[src/rtl/mul_arb_pkg.sv]
// Shared types and constants for the two-requester multiplier arbiter.
// Optional round-robin build is selected with MUL_ARB_RR_EN.
package mul_arb_pkg;

  typedef enum logic [1:0] {
    ST_IDLE,
    ST_RUN,
    ST_DONE
  } state_t;

  localparam int unsigned MUL_CYCLES_DEFAULT = 32;
  localparam int unsigned CNT_W              = 6;

endpackage

[src/rtl/mul_arb_rr.sv]
// Two-way grant logic: one-hot grant from two requests and the last-granted id.
// MUL_ARB_RR_EN selects round-robin; otherwise req0 has fixed priority.
module mul_arb_rr (
  input  logic [1:0] i_req,
  input  logic       i_last,
  output logic [1:0] o_grant
);

`ifdef MUL_ARB_RR_EN
  always_comb begin
    o_grant = '0;
    if (i_req == 2'b11) begin
      // Contended: favour the requester that did not win last time.
      o_grant = i_last ? 2'b01 : 2'b10;
    end else begin
      o_grant = i_req;
    end
  end
`else
  logic w_unused_last;
  assign w_unused_last = i_last;

  always_comb begin
    o_grant = '0;
    if (i_req[0]) begin
      o_grant = 2'b01;
    end else if (i_req[1]) begin
      o_grant = 2'b10;
    end
  end
`endif

endmodule

[src/rtl/mul_arbiter.sv]
// Arbitrates two requesters onto one external multi-cycle multiplier.
// Define MUL_ARB_RR_EN for round-robin arbitration of simultaneous requests.
module mul_arbiter
  import mul_arb_pkg::*;
#(
  parameter int unsigned WIDTH      = 32,
  parameter int unsigned MUL_CYCLES = MUL_CYCLES_DEFAULT
) (
  input  logic                 clk,
  input  logic                 rst,
  input  logic                 req0_valid,
  input  logic                 req1_valid,
  output logic                 req0_ready,
  output logic                 req1_ready,
  input  logic [WIDTH-1:0]     req0_a,
  input  logic [WIDTH-1:0]     req0_b,
  input  logic [WIDTH-1:0]     req1_a,
  input  logic [WIDTH-1:0]     req1_b,
  output logic                 resp0_valid,
  output logic                 resp1_valid,
  input  logic                 resp0_ready,
  input  logic                 resp1_ready,
  output logic [2*WIDTH-1:0]   resp_result,
  output logic [WIDTH-1:0]     mul_a,
  output logic [WIDTH-1:0]     mul_b,
  output logic [CNT_W-1:0]     mul_clkcount,
  input  logic [2*WIDTH-1:0]   mul_result
);

  localparam logic [CNT_W-1:0] LP_CNT_MAX = CNT_W'(MUL_CYCLES);

  state_t               r_state;
  state_t               w_next;
  logic                 r_gid;
  logic [CNT_W-1:0]     r_cnt;
  logic [WIDTH-1:0]     r_mul_a;
  logic [WIDTH-1:0]     r_mul_b;
  logic [2*WIDTH-1:0]   r_result;
  logic [1:0]           w_grant;
  logic                 w_last;
  logic                 w_accept;
  logic                 w_sel;
  logic                 w_resp_hs;

`ifdef MUL_ARB_RR_EN
  logic r_last;

  always_ff @(posedge clk) begin
    if (rst) begin
      r_last <= 1'b1;
    end else if (w_accept) begin
      r_last <= w_sel;
    end
  end

  assign w_last = r_last;
`else
  assign w_last = 1'b1;
`endif

  mul_arb_rr u_rr (
    .i_req   ({req1_valid, req0_valid}),
    .i_last  (w_last),
    .o_grant (w_grant)
  );

  assign req0_ready  = (r_state == ST_IDLE) & w_grant[0];
  assign req1_ready  = (r_state == ST_IDLE) & w_grant[1];
  assign w_accept    = req0_ready | req1_ready;
  assign w_sel       = req1_ready;
  assign w_resp_hs   = (r_state == ST_DONE) & (r_gid ? resp1_ready : resp0_ready);

  assign resp0_valid  = (r_state == ST_DONE) & ~r_gid;
  assign resp1_valid  = (r_state == ST_DONE) &  r_gid;
  assign resp_result  = r_result;
  assign mul_a        = r_mul_a;
  assign mul_b        = r_mul_b;
  assign mul_clkcount = r_cnt;

  always_comb begin
    w_next = r_state;
    case (r_state)
      ST_IDLE: if (w_accept)             w_next = ST_RUN;
      ST_RUN:  if (r_cnt == LP_CNT_MAX)  w_next = ST_DONE;
      ST_DONE: if (w_resp_hs)            w_next = ST_IDLE;
      default:                           w_next = ST_IDLE;
    endcase
  end

  always_ff @(posedge clk) begin
    if (rst) begin
      r_state <= ST_IDLE;
    end else begin
      r_state <= w_next;
    end
  end

  // Counter saturates at LP_CNT_MAX: the result is captured on that edge and held.
  always_ff @(posedge clk) begin
    if (rst) begin
      r_gid    <= 1'b0;
      r_cnt    <= '0;
      r_mul_a  <= '0;
      r_mul_b  <= '0;
      r_result <= '0;
    end else begin
      case (r_state)
        ST_IDLE: begin
          if (w_accept) begin
            r_gid   <= w_sel;
            r_cnt   <= '0;
            r_mul_a <= w_sel ? req1_a : req0_a;
            r_mul_b <= w_sel ? req1_b : req0_b;
          end
        end
        ST_RUN: begin
          if (r_cnt == LP_CNT_MAX) begin
            r_result <= mul_result;
          end else begin
            r_cnt <= r_cnt + 1'b1;
          end
        end
        default: ;
      endcase
    end
  end

endmodule

[config.mk]
export PLATFORM = sky130hd
export DESIGN_NAME = mul_arbiter
export DESIGN_NICKNAME = d
export VERILOG_FILES = /design/src/rtl/mul_arb_pkg.sv /design/src/rtl/mul_arb_rr.sv /design/src/rtl/mul_arbiter.sv
export SDC_FILE = /design/constraint.sdc
export NUM_CORES = 1
export LEC_CHECK = 0
export ABC_CLOCK_PERIOD_IN_PS = 2040
export BUFFER_PORTS_ARGS = -buffer_cell sky130_fd_sc_hd__buf_2
export CAP_MARGIN = 20
export CORE_AREA = 2 2 131 133
export CTS_BUF_LIST = sky130_fd_sc_hd__clkbuf_8
export DETAILED_ROUTE_END_ITERATION = 10
export DIE_AREA = 0 0 133 135
export HOLD_SLACK_MARGIN = 0.06
export PLACE_DENSITY = 0.69
export SYNTH_ARGS = -nofsm -noshare
export SYNTH_HDL_FRONTEND = slang
export SYNTH_SLANG_ARGS = --single-unit
[constraint.sdc]
create_clock -name clk -period 2.04 [get_ports clk]
set_input_delay 0.612 -clock clk [delete_from_list [all_inputs] [get_ports clk]]
set_output_delay 0.612 -clock clk [all_outputs]
set_load 0.01 [all_outputs]
==> results of run 1 <==
==> metal layers <==
metal | routed length, µm | GRT usage (%) | part of all wire [%] | vias up
met2 | 8800 | 31.7 | 49 | 216
met5 | 0 | 0 | 0 | -
met1 | 7630 | 24.3 | 42 | 2660
li1 | - | - | - | 2966
met3 | 1170 | 4.80 | 6.5 | 36
met4 | 482 | 8.60 | 2.7 | 0
==> kinds of logic (layout without fill, tap and decap cells) <==
group | count (synthesis) | count (layout) | synth area share, %
XOR/XNOR | 3 | 3 | 0.442
buffers and inverters | 62 | 394 | 6.93
adder cells (fa/ha/maj) | 2 | 2 | 0.421
multiplexers | 2 | 2 | 0.337
AO/OA/AOI/OAI | 136 | 136 | 19.6
AND/OR/NAND/NOR | 351 | 351 | 26.1
flip-flops | 137 | 137 | 46.2
other | 0 | 1 | 0
==> where the power goes <==
part | internal [mW] | leakage [nW] | switching, mW
logic | 0.379 | 2.42 | 0.451
registers | 2.79 | 1.12 | 0.0654
clock network | 1.09 | 0.197 | 1.05
==> layout make-up <==
| class | instances | area [µm²] | area share, % |
|---|---|---|---|
| Multi-Input combinational cell | 494 | 2800 | 34.0 |
| Tap cell | 220 | 275 | 3.35 |
| Clock inverter | 11 | 96.3 | 1.17 |
| Clock buffer | 21 | 289 | 3.51 |
| Inverter | 4 | 15.0 | 0.182 |
| Antenna cell | 1 | 2.50 | 0.0304 |
| Timing Repair Buffer | 358 | 2010 | 24.4 |
| Sequential cell | 137 | 2750 | 33.4 |
==> registers in the layout, summed over array words and instances, names as in the netlist <==
register and cells:
mul_a 32, r_state 2, resp_result 64, mul_b 32, mul_clkcount 6, r_gid 1
==> how the worst min path moves through the flow <==
stage,cells past startpoint,end
global route,3,resp_result[60]
floorplan,2,resp_result[0]
finish,3,resp_result[59]
global placement,2,resp_result[2]
CTS,3,resp_result[59]
detailed placement,2,resp_result[2]
==> synth_stat cells, types with 2 or more instances <==
cell type	number	area share, %
nand2_1	200	13
dfxtp_1	137	46
nor2_1	67	4.2
a311oi_1	64	9.4
a21oi_2	60	8.8
nand2_2	60	6.3
buf_2	19	1.6
clkbuf_1	15	0.95
buf_4	9	1.1
a21oi_1	7	0.59
buf_1	7	0.44
buf_12	7	2.4
nor3_1	5	0.42
nor2b_1	4	0.42
inv_1	3	0.19
nand4b_1	3	0.44
xnor2_1	3	0.44
and2_1	2	0.21
ha_1	2	0.42
mux2i_1	2	0.34
nand3_1	2	0.17
nor3b_1	2	0.25
==> worst reg2reg max path, stage by stage, from the launching register on <==
cell	delay (ps)
dfxtp_1	440
buf_4	170
nor2b_1	180
buf_4	150
nand4b_1	150
buf_12	240
nand2_1	160
a21oi_2	50
==> metrics by stage <==
stage	power, mW	hold slack (ps)	cell area, µm²
floorplan	3.32	476	5940
global placement	3.74	436	7810
detailed placement	3.75	442	7810
CTS	5.92	364	8210
global route	6.12	379	8230
finish	5.83	407	8230
==> what timing repair did <==
item | in CTS | in global routing
pin swaps | 1 | 1
setup endpoints to repair | 3 | 3
buffers inserted | 2 | 1
gates resized for setup | 1 | 3
==> results_dict.tcl, run 1 <==
set metrics [dict create \
    antenna_found_initial 1 \
    r2r_slack_ps 380 \
    hold_path_class "input pin to register" \
    synth_area_um2 5940 \
    dieWidth_um 133 \
    gp_congestion 0.807 \
    relSlewSlack_pct 71.1 \
    crit_path_max_fanout 7 \
    synthFlopType "dfxtp_1" \
    numCtsBuffers 17 \
    num_vias 5878 \
    port_buffers 335 \
    cts_tree "built" \
    cts_buffer_depth 2 \
    finClkSkew_ps 6.17 \
    tightest_slew_ps 433 \
    endpoint "req1_ready" \
    wl_per_cell_um 14.5 \
    slowest_stage "dfxtp_4" \
    fin_crit_ps 1940 \
    synth-edff-count 0 \
    crit_family "flip-flops" \
    placementRows 47 \
    final_cells 1246 \
    vias_per_cell 4.72 \
    fmax_ghz 0.516 \
    ys_ff_latch 137 \
    slew_violations 0 \
    cp_num_buf_inv 2 \
    finalSetupViolations 0 \
    path_depth 4 \
    final_cell_mix "buf_2 (334), nand2_1 (200), dfxtp_1 (136), nor2_1 (67), a311oi_1 (64)" \
    final_common_cell "buf_2" \
    grt_max_degree 65 \
    yosysWarnings 0 \
    cp.required_ps 1430 \
    avgSynthCellArea_um2 8.57 \
    ant_nets 0 \
    cp-start-kind "register" \
    synth_nets 893 \
    end_kind "output pin" \
    syn_inst 693 \
    ios 336 \
    async_flop_share_pct 0 \
    drt_iter0_markers 387 \
    ys_types 35 \
    insertion_delay_ps 440 \
    fin_crit_sh_pct 94.9 \
    arrival_ps 1320 \
    crit_path_max_incr_delay_ps 380 \
    syn_to_final_growth_pct 38.5 \
    rr_endpoint "resp_result[35]" \
    die_area_um2 18000 \
    outcome "finished clean" \
    powerDensity_nw_per_um2 709 \
    maxCapViolCount 0 \
    path_cells "nor2_4 -> nand3b_1 -> inv_2 -> buf_2" \
    r2r_cells 7 \
    setup_tns_ps 0 \
    hpwl_um 13100 \
    overflow 0 \
    track_usage_pct 19.4 \
    dr.pass1.iters 4 \
    drive_gt1_share_pct 50.5 \
    die_h_um 135 \
    fin_util_pct 50.1 \
    grt_pass1_vias 5471 \
    htreeDepth 4 \
    critical_path_class "register to output pin" \
    vdd_drop_max_mv 0.368 \
    nets 1212 \
    root_buffer "clkbuf_8" \
    dp.cells 1210 \
    n_fill_cell 1557 \
    power_leakage_nw 3.73 \
    min_from "mul_result[59]" \
    setup_ws_ps 104 \
    r2r_start "r_state[0]" \
    grt_pass1_wl_um 27800 \
    core_um2 16400 \
    hold_viol 0 \
    clkTransAtPathRegs_ps 80 \
    drt-total-wl_um 18100 \
    ctsHoldBuffers 0 \
    rsz0062_at_grt "true" \
    initial_utilization_pct 36.2 \
    drc 0 \
    seq_area_frac_synth_pct 46.2 \
    crit_path_start "r_state[1]" \
    dpl_worst_slack_ps 99.5 \
    cts.sinks 137 \
]
Note: power is estimated with default switching activity, not from simulation.
==> run 2, diff against run 1 <==
--- a/config.mk
+++ b/config.mk
@@ -13,7 +13,7 @@
 export DETAILED_ROUTE_END_ITERATION = 10
 export DIE_AREA = 0 0 133 135
 export HOLD_SLACK_MARGIN = 0.06
-export PLACE_DENSITY = 0.69
+export PLACE_DENSITY = 0.72
 export SYNTH_ARGS = -nofsm -noshare
 export SYNTH_HDL_FRONTEND = slang
 export SYNTH_SLANG_ARGS = --single-unit
==> run 2 against run 1 <==
Against the previous run:
- maximum frequency is 0.14% lower
- utilization is 0.21 points higher
- final area is 0.43% higher
- via count is 1.6% higher
- total power is 2.6% higher
- cell count is 0.40% higher
- die area stayed put
==> results_dict.tcl, run 2 (same netlist as run 1, synthesis figures left out) <==
set metrics [dict create \
    outcome "finished clean" \
    drt-total-wl_um 18300 \
    initial_utilization_pct 36.2 \
    finClkSkew_ps 15.3 \
    hpwl_um 13500 \
    vias_per_cell 4.77 \
    crit_path_max_incr_delay_ps 380 \
    ant_nets 0 \
    insertion_delay_ps 440 \
    cts_tree "built" \
    clkPwrFrac_pct 38.2 \
    total_power_mw 5.98 \
    hold_viol 0 \
    p_int_mw 4.34 \
    end_kind "output pin" \
    whs_ps 400 \
    drc 0 \
    cp-start-kind "register" \
    p_comb_share_pct 14.0 \
    hold_path_class "input pin to register" \
    finalSetupViolations 0 \
    track_usage_pct 19.5 \
    fin_crit_ps 1940 \
    grt_max_degree 65 \
    num_vias 5970 \
    nets 1218 \
    drt_iter0_markers 257 \
    sequentialPowerShare_pct 47.8 \
    critical_path_class "register to output pin" \
    tightest_slew_ps 697 \
    clkTransAtPathRegs_ps 90 \
    arrival_ps 1330 \
    setup_tns_ps 0 \
    crit_path_max_fanout 7 \
    maxCapViolCount 0 \
    cp_num_buf_inv 2 \
    switching_power_mw 1.64 \
    vdd_drop_max_mv 0.387 \
    grt_pass1_vias 5759 \
    fmax_ghz 0.516 \
    root_buffer "clkbuf_8" \
    numCtsBuffers 17 \
    slew_violations 0 \
    antenna_found_initial 0 \
    dieWidth_um 133 \
    sw_frac_of_total_pct 27.4 \
    dpl_worst_slack_ps 131 \
    grt_pass1_wl_um 28300 \
    die_h_um 135 \
    cts.sinks 137 \
    powerDensity_nw_per_um2 724 \
    largest_register_ffs 64 \
    placementRows 47 \
    syn_to_final_growth_pct 39.1 \
    crit_family "flip-flops" \
    overflow 0 \
    final_common_cell "buf_2" \
    antenna_cells 0 \
    gp_congestion 0.825 \
    dr.pass1.iters 4 \
    cts_buffer_depth 2 \
    rsz0062_at_grt "false" \
    die_area_um2 18000 \
    power_leakage_nw 3.75 \
    htreeDepth 4 \
    drive_gt1_share_pct 50.9 \
    path_cells "nor2_4 -> nand3b_1 -> inv_2 -> buf_2" \
    final_cell_mix "buf_2 (334), nand2_1 (200), dfxtp_1 (135), nor2_1 (67), a311oi_1 (64)" \
    setup_ws_ps 101 \
    relSlewSlack_pct 53.5 \
    wl_per_cell_um 14.7 \
    ios 336 \
    slowest_stage "dfxtp_4" \
    fin_crit_sh_pct 95.0 \
    core_um2 16400 \
    cp.required_ps 1430 \
    port_buffers 335 \
]
==> run 2: cell types whose count changed in the layout (fill, tap and decap cells not counted), sizes merged <==
cell / delta
clkinvlp: +1
buf: +6
bufinv: +1
clkbuf: -2
diode: -1
clkinv: -2
inv: +2
==> run 2: final timing paths <==
path         depth (start not counted)  slack [ps]              end             from
max                                  4         100       req1_ready       r_state[1]
min                                  3         400  resp_result[50]   mul_result[50]
max reg2reg                          6         260  resp_result[33]  mul_clkcount[0]
min reg2reg                          2         450   resp_result[2]   resp_result[2]
==> run 2: what timing repair did <==
item	in CTS	in global routing
pin swaps	1	2
gates resized for setup	3	4
setup buffers	1	2
setup endpoints to repair	3	4
hold buffers	0	0
==> run 2: metal layers <==
layer,vias up,wire length (µm),global-route usage (%)
li1,2983,-,-
met1,2733,7670,23.1
met2,218,9170,34.1
met3,36,1030,4.84
met4,0,463,7.83
met5,-,0,0
==> run 2: area by class of cell <==
class / count / area (µm²)
Tap cell: 220 / 275
Fill cell: 1634 / 8140
Clock buffer: 19 / 262
Clock inverter: 13 / 145
Multi-Input combinational cell: 494 / 2800
Timing Repair Buffer: 364 / 2010
Sequential cell: 137 / 2750
Inverter: 4 / 15.0
==> run 2: tightest hold or removal path, delay by kind of cell <==
| family | cells | cell delay [ps] |
|---|---|---|
| compound gates | 1 | 40 |
| simple gates | 1 | 50 |
| buf+inv | 1 | 100 |
==> run 2: stage by stage <==
stage                     instance area (µm²)  util, %  std cells
after floorplan                          5940        -        693
after global placement                   7810     47.6       1216
after detailed placement                 7810     47.6       1216
after CTS                                8230     50.2       1249
after global routing                     8260     50.4       1251
final                                    8260     50.4       1251
==> run 2: power by group through the flow <==
stage	Combinational [mW]	Sequential (mW)	Clock, mW
after floorplan	0.350	2.97	0
after global placement	0.823	2.92	0
after detailed placement	0.834	2.92	0
after CTS	0.838	2.86	2.35
after global routing	0.920	2.87	2.46
final	0.835	2.86	2.29
